$ cat src/rtl/ysyx_25040101_ifu.sv
// ysyx_25040101_ifu - instruction fetch unit.
//
// Holds the PC and fetches one 32-bit instruction at a time from instruction
// memory. At most one memory request is outstanding. A redirect from execute
// overrides everything. A fetch that is in flight when a redirect arrives is
// marked stale (r_kill) and its response is dropped when it returns.
//
// Ports:
//   i_clk, i_rst_n          clock, asynchronous active-low reset
//   o_imem_req_valid/addr   fetch request (addr is always the current PC)
//   i_imem_req_ready        memory accepts the request this cycle
//   i_imem_resp_valid/data  fetched word, with access fault flag i_imem_resp_err
//   i_redirect_valid/pc     new PC from execute (bits [1:0] forced to 00)
//   o_out_valid/i_out_ready instruction handshake towards decode
//   o_out_inst/pc/fault     instruction word, its PC, fetch access fault
module ysyx_25040101_ifu #(
    parameter logic [31:0] RESET_PC = 32'h8000_0000
) (
    input  logic        i_clk,
    input  logic        i_rst_n,
    output logic        o_imem_req_valid,
    input  logic        i_imem_req_ready,
    output logic [31:0] o_imem_req_addr,
    input  logic        i_imem_resp_valid,
    input  logic [31:0] i_imem_resp_data,
    input  logic        i_imem_resp_err,
    input  logic        i_redirect_valid,
    input  logic [31:0] i_redirect_pc,
    output logic        o_out_valid,
    input  logic        i_out_ready,
    output logic [31:0] o_out_inst,
    output logic [31:0] o_out_pc,
    output logic        o_out_fault
);

    typedef enum logic [1:0] {
        S_REQ  = 2'd0,
        S_WAIT = 2'd1,
        S_OUT  = 2'd2
    } state_t;

    state_t      r_state;
    logic [31:0] r_pc;
    logic        r_kill;
    logic [31:0] r_inst;
    logic        r_fault;
    logic [31:0] w_target;

    // Redirect targets are word aligned; the low bits are simply masked off.
    assign w_target = i_redirect_pc & ~32'h3;

    // Gated by reset so no request escapes while the core is held in reset;
    // a redirect this cycle means the current PC is already stale.
    assign o_imem_req_valid = i_rst_n && (r_state == S_REQ) && !i_redirect_valid;
    assign o_imem_req_addr  = r_pc;

    assign o_out_valid = (r_state == S_OUT);
    assign o_out_pc    = r_pc;
    assign o_out_inst  = r_inst;
    assign o_out_fault = r_fault;

    always_ff @(posedge i_clk or negedge i_rst_n) begin
        if (!i_rst_n) begin
            r_state <= S_REQ;
            r_pc    <= RESET_PC;
            r_kill  <= 1'b0;
            r_inst  <= 32'h0;
            r_fault <= 1'b0;
        end else begin
            case (r_state)
                S_REQ: begin
                    if (i_redirect_valid) begin
                        r_pc <= w_target;
                    end else if (i_imem_req_ready) begin
                        r_state <= S_WAIT;
                    end
                end
                S_WAIT: begin
                    if (i_redirect_valid) begin
                        r_pc <= w_target;
                        // Response arriving with the redirect is dropped on
                        // the spot; otherwise remember to drop it later.
                        if (i_imem_resp_valid) begin
                            r_kill  <= 1'b0;
                            r_state <= S_REQ;
                        end else begin
                            r_kill <= 1'b1;
                        end
                    end else if (i_imem_resp_valid) begin
                        if (r_kill) begin
                            r_kill  <= 1'b0;
                            r_state <= S_REQ;
                        end else begin
                            r_inst  <= i_imem_resp_data;
                            r_fault <= i_imem_resp_err;
                            r_state <= S_OUT;
                        end
                    end
                end
                S_OUT: begin
                    // A redirect wins over pc+4 even when decode takes the
                    // instruction in the same cycle.
                    if (i_redirect_valid) begin
                        r_pc    <= w_target;
                        r_state <= S_REQ;
                    end else if (i_out_ready) begin
                        r_pc    <= r_pc + 32'd4;
                        r_state <= S_REQ;
                    end
                end
                default: begin
                    r_state <= S_REQ;
                    r_kill  <= 1'b0;
                end
            endcase
        end
    end

endmodule

$ cat config.mk
export PLATFORM = sky130hd
export DESIGN_NAME = ysyx_25040101_ifu
export DESIGN_NICKNAME = d
export VERILOG_FILES = /design/src/rtl/ysyx_25040101_ifu.sv
export SDC_FILE = /design/constraint.sdc
export NUM_CORES = 1
export LEC_CHECK = 0
export BUFFER_PORTS_ARGS = -buffer_cell sky130_fd_sc_hd__buf_4
export CAP_MARGIN = 20
export CELL_PAD_IN_SITES_DETAIL_PLACEMENT = 1
export CELL_PAD_IN_SITES_GLOBAL_PLACEMENT = 1
export CORE_ASPECT_RATIO = 0.5
export CORE_UTILIZATION = 34
export DETAILED_ROUTE_END_ITERATION = 7
export PLACE_DENSITY_LB_ADDON = 0.15
export SYNTH_ARGS = -nofsm -noshare
export SYNTH_HDL_FRONTEND = slang
export SYNTH_SLANG_ARGS = --single-unit
$ cat constraint.sdc
create_clock -name i_clk -period 2.2 [get_ports i_clk]
set_input_delay 0.11 -clock i_clk [delete_from_list [all_inputs] [get_ports i_clk]]
set_output_delay 0.11 -clock i_clk [all_outputs]
set_load 0.1 [all_outputs]
# Word level (Yosys, flattened, before mapping)
# Cells that the tools add are included.
# word_totals
reg_bits	68
inputBits	71
elab_cells	45
# op_classes
n_addsub	1
n_eq_ne	8
muxes	17
bitwise_logic	3
n_reduce_logical	11
# ops
cell	count
$mux 32	3
$pmux 32 s2	1
$add 32x3->32 const B	1
$mux 2	8
$reduce_and 4->1	2
$ne 2x2->1 const B	3
$pmux 2 s3	1
$reduce_or 2->1	2
$mux 1	3
$ne 3x2->1 const B	1
$ne 3x3->1 const B	1
$not 1->1	3
$reduce_and 3->1	1
$eq 2x1->1 const B	1
$eq 2x2->1 const B	1
$logic_and 1x1->1	2
$logic_not 2->1	1
$ne 2x1->1 const B	1
$pmux 1 s2	1
$reduce_and 2->1	1
$reduce_bool 2->1	1
$logic_not 1->1	1

# Depth between registers and ports, before layout
# depth
depth_word	4
mapped_depth	8
mapped_depth_nobuf	6

# Worst setup path before layout
# Ideal clock, no wire load.
# synth_path
path_kind	flip-flop to output port
startpoint	register r_state[0]
endpoint	output port o_imem_req_valid
arrival_ps	3650
required_ps	2090
slack_ps	-1560
path_stages_with_launch	3
path_buffers	1
path_cell_list	dfrtp_1 > buf_2 > nor4b_1
# synth_between
elab_chain_len	3
# synth_lines
item	line_no	source
from (decl)	42	state_t r_state;
from (signal assigned)	64	r_state <= S_REQ;
from (signal assigned)	75	r_state <= S_WAIT;
from (signal assigned)	85	r_state <= S_REQ;
$logic_not 2->1	54	assign o_imem_req_valid = i_rst_n && (r_state == S_REQ) && !i_redirect_valid;
$logic_and 1x1->1 (2 in series)	54	
to (decl)	21	output logic o_imem_req_valid,
# No other way between the ends.

# Final worst setup path
# layout_path
startpoint	register r_pc[2] (netlist: o_imem_req_addr[2])
endpoint	register r_pc[20] (netlist: o_imem_req_addr[20])
# layout_between
elab_chain_len	4
# layout_lines
item	line_no	source
from (decl)	43	logic [31:0] r_pc;
from (signal assigned)	73	r_pc <= w_target;
from (signal assigned)	80	r_pc <= w_target;
from (signal assigned)	104	r_pc <= w_target;
$add 32x3->32	107	r_pc <= r_pc + 32'd4;
$mux 32	106	end else if (i_out_ready) begin
$mux 32	103	if (i_redirect_valid) begin
$pmux 32 s2	70	case (r_state)
# No other way between the ends. The select of a mux whose other input is x is not followed.
# A chain may end at the register's enable or synchronous reset.

==> flow_metrics.tcl <==
set metrics [dict create \
    drt_iter0_markers 96 \
    synth_ff_type "dfrtp_1" \
    die_area_mm2 0.0111 \
    post_drt_via_cell_ratio 5.09 \
    worst_slack_ns 0.247 \
    worst_pin_slew_ns 0.537 \
    fmax_mhz 512 \
    finalHoldViolCount 0 \
    wl_um 11000 \
    critPathMaxFanout 6 \
    wire_per_inst_um 16.6 \
    max_cap_violations 0 \
    drive_gt1_share_pct 51.6 \
    period_needed_ns 1.95 \
    cts_setup_buffers 0 \
    worstSetupPathType "register to register" \
    clk_latency_ns 0.33 \
    syn_avg_cell_area_um2 9.92 \
    p_clk_share_pct 18.3 \
    start_kind "register" \
    cts_resized 0 \
    yosysTopAreaCellShare_pct 44.9 \
    hold_class "primary input to register" \
    internal_power_mw 3.63 \
    grt_usage_pct 20.5 \
    outcome "finished clean" \
    grt_max_degree 45 \
    setup_viol 0 \
    netlist_instances 365 \
    grt_pass1_vias 3465 \
    synth-async-reset-ratio_pct 100 \
    cp-end-kind "register" \
    placementRows 26 \
    synth_area_mm2 0.00362 \
    port_buffers 163 \
    place_congestion 0.783 \
    switchingPower_mw 4.85 \
    ir_drop_mv 1.21 \
    post-dp-hpwl_um 7770 \
    cts.sinks 66 \
    synth_area_leaders "dfrtp_1 (45%), mux2_2 (11%), buf_4 (7.3%)" \
    cts_tree "yes" \
    cts.clk_slew.worst_paths_ns 0.06 \
    postRouteAntennaNets 0 \
    p_comb_share_pct 58.9 \
    synth-seq-cells 66 \
    fp.dieH_um 75.0 \
    post-place-ws_ns 0.247 \
    cp.arrival_ns 2.16 \
    areaGrowthSynthToFinish_pct 47.0 \
    vias 3367 \
    ios 170 \
    core_mm2 0.0103 \
    drc_errors 0 \
    start_util_pct 35.2 \
    ys_types 50 \
    diodes 0 \
    rsz0062_at_grt "no" \
    synthTopCellsByCount "dfrtp_1 (65), buf_4 (35), mux2_2 (34)" \
    period_share_pct 88.8 \
    power_density_mw_per_mm2 1590 \
    grt_pass1_wl_um 17600 \
    overflow 0 \
    slew_headroom_pct 64.2 \
    p_seq_share_pct 22.8 \
    htree_levels 3 \
    synth_most_common_cell "dfrtp_1" \
    finClkSkew_ns 0.00383 \
    yosysTopAreaCell "dfrtp_1" \
    cts_buffers 9 \
    antenna_found_initial 0 \
    finalMaxSlewViolations 0 \
    p_leak_nw 2.40 \
    cts_root_buf "clkbuf_16" \
    clock_path_buffers 2 \
    tns_ns 0 \
    drt_first_pass_iters 4 \
    synth_edf_count 0 \
    switching_share_pct 57.2 \
    seq_area_frac_synth_pct 45.7 \
    critPathRequiredTime_ns 2.41 \
    synth.yosys.warnings 0 \
    die_w_um 148 \
    nets 589 \
]
[flip-flops by register name (all words and copies together) (netlist names)]
register	cells
r_state	2
o_imem_req_addr	30
o_out_fault	1
r_kill	1
o_out_inst	32
[per-layer routing]
layer | part of all wire (%) | routed length [um] | GRT usage [%]
met2 | 48 | 5300 | 34.9
met4 | 0.66 | 72 | 5.15
met5 | 0 | 0 | 0
met3 | 6.4 | 704 | 6.73
met1 | 45 | 4910 | 25.7
[cell families after synthesis]
logic type / count (synthesis) / share of synthesized area, %
fa+ha+maj: 1 / 0.346
compound gates: 92 / 15.6
flops: 66 / 45.7
mux: 37 / 11.4
simple gates: 110 / 16.6
other cells: 1 / 0.104
buf+inv: 58 / 10.3
[placed cells by master (no fill, tap or decap), drive strengths merged, types with 2 or more instances in the layout]
cell,instances
a32oi,2
o211a,2
a211oi,3
a31o,2
or4,3
mux2i,3
a2bb2oi,5
o21ai,23
nor2b,3
conb,4
o22ai,10
nand4,13
dlygate4sd3,11
inv,4
nor3,7
a31oi,3
a21oi,33
clkbuf,9
a21o,2
dfrtp,65
and2,2
nand2,26
nand3,19
clkinv,2
buf,181
nor2,29
mux2,34
nor4,4
clkinvlp,2
bufinv,2
[metrics by stage]
step	power, mW	instance area, um^2	hold WS, ns	cells	utilization (%)
3_5_place_dp	6.95	4890	0.0616	635	47.6
6_report	8.48	5320	0.0117	661	51.8
4_1_cts	8.55	5300	0.0000474	659	51.6
3_3_place_gp	6.89	4890	0.0579	635	47.6
2_1_floorplan	5.94	3700	-0.186	368	-
5_1_grt	8.80	5320	0.00250	661	51.8
[power groups by stage]
stage | sequential [mW] | clock [mW] | combinational [mW]
after floorplan | 4.70 | 0 | 1.24
after global placement | 1.93 | 0 | 4.97
after detailed placement | 1.95 | 0 | 4.99
after CTS | 1.94 | 1.60 | 5.01
after global routing | 2.00 | 1.65 | 5.14
final | 1.94 | 1.55 | 5.00
[final timing paths]
| kind | depth (start not counted) | slack, ns | end | startpoint |
|---|---|---|---|---|
| min in group asynchronous | 2 | 0.25 | o_imem_req_addr[17] | i_rst_n |
| max reg2reg | 6 | 0.25 | o_imem_req_addr[20] | o_imem_req_addr[2] |
| min reg2reg | 2 | 0.49 | r_kill | r_kill |
| max in group asynchronous | 3 | 1.07 | o_out_inst[20] | i_rst_n |
| max | 6 | 0.25 | o_imem_req_addr[20] | o_imem_req_addr[2] |
| min | 2 | 0.01 | o_out_inst[1] | i_imem_resp_data[1] |
[area by class of cell]
class / instances / area, um^2
Multi-Input combinational cell: 244 / 1650
Inverter: 4 / 15.0
Clock buffer: 9 / 225
Timing Repair Buffer: 192 / 1480
Clock inverter: 6 / 92.6
Fill cell: 1169 / 4960
Tap cell: 140 / 175
Sequential cell: 66 / 1680
[critical path, cell delays in order (launching register included)]
cell	delay (ns)
dfrtp_4	0.46
ha_4	0.16
nand3_2	0.08
or4_4	0.56
or4_4	0.43
o21ai_2	0.08
a21oi_2	0.07
[what timing repair did]
item / CTS / global route
endpoints found under the setup margin: 0 / 0
hold endpoints to repair: 32 / 2
hold buffers: 9 / 2
Power figures use the tool's default switching activity.
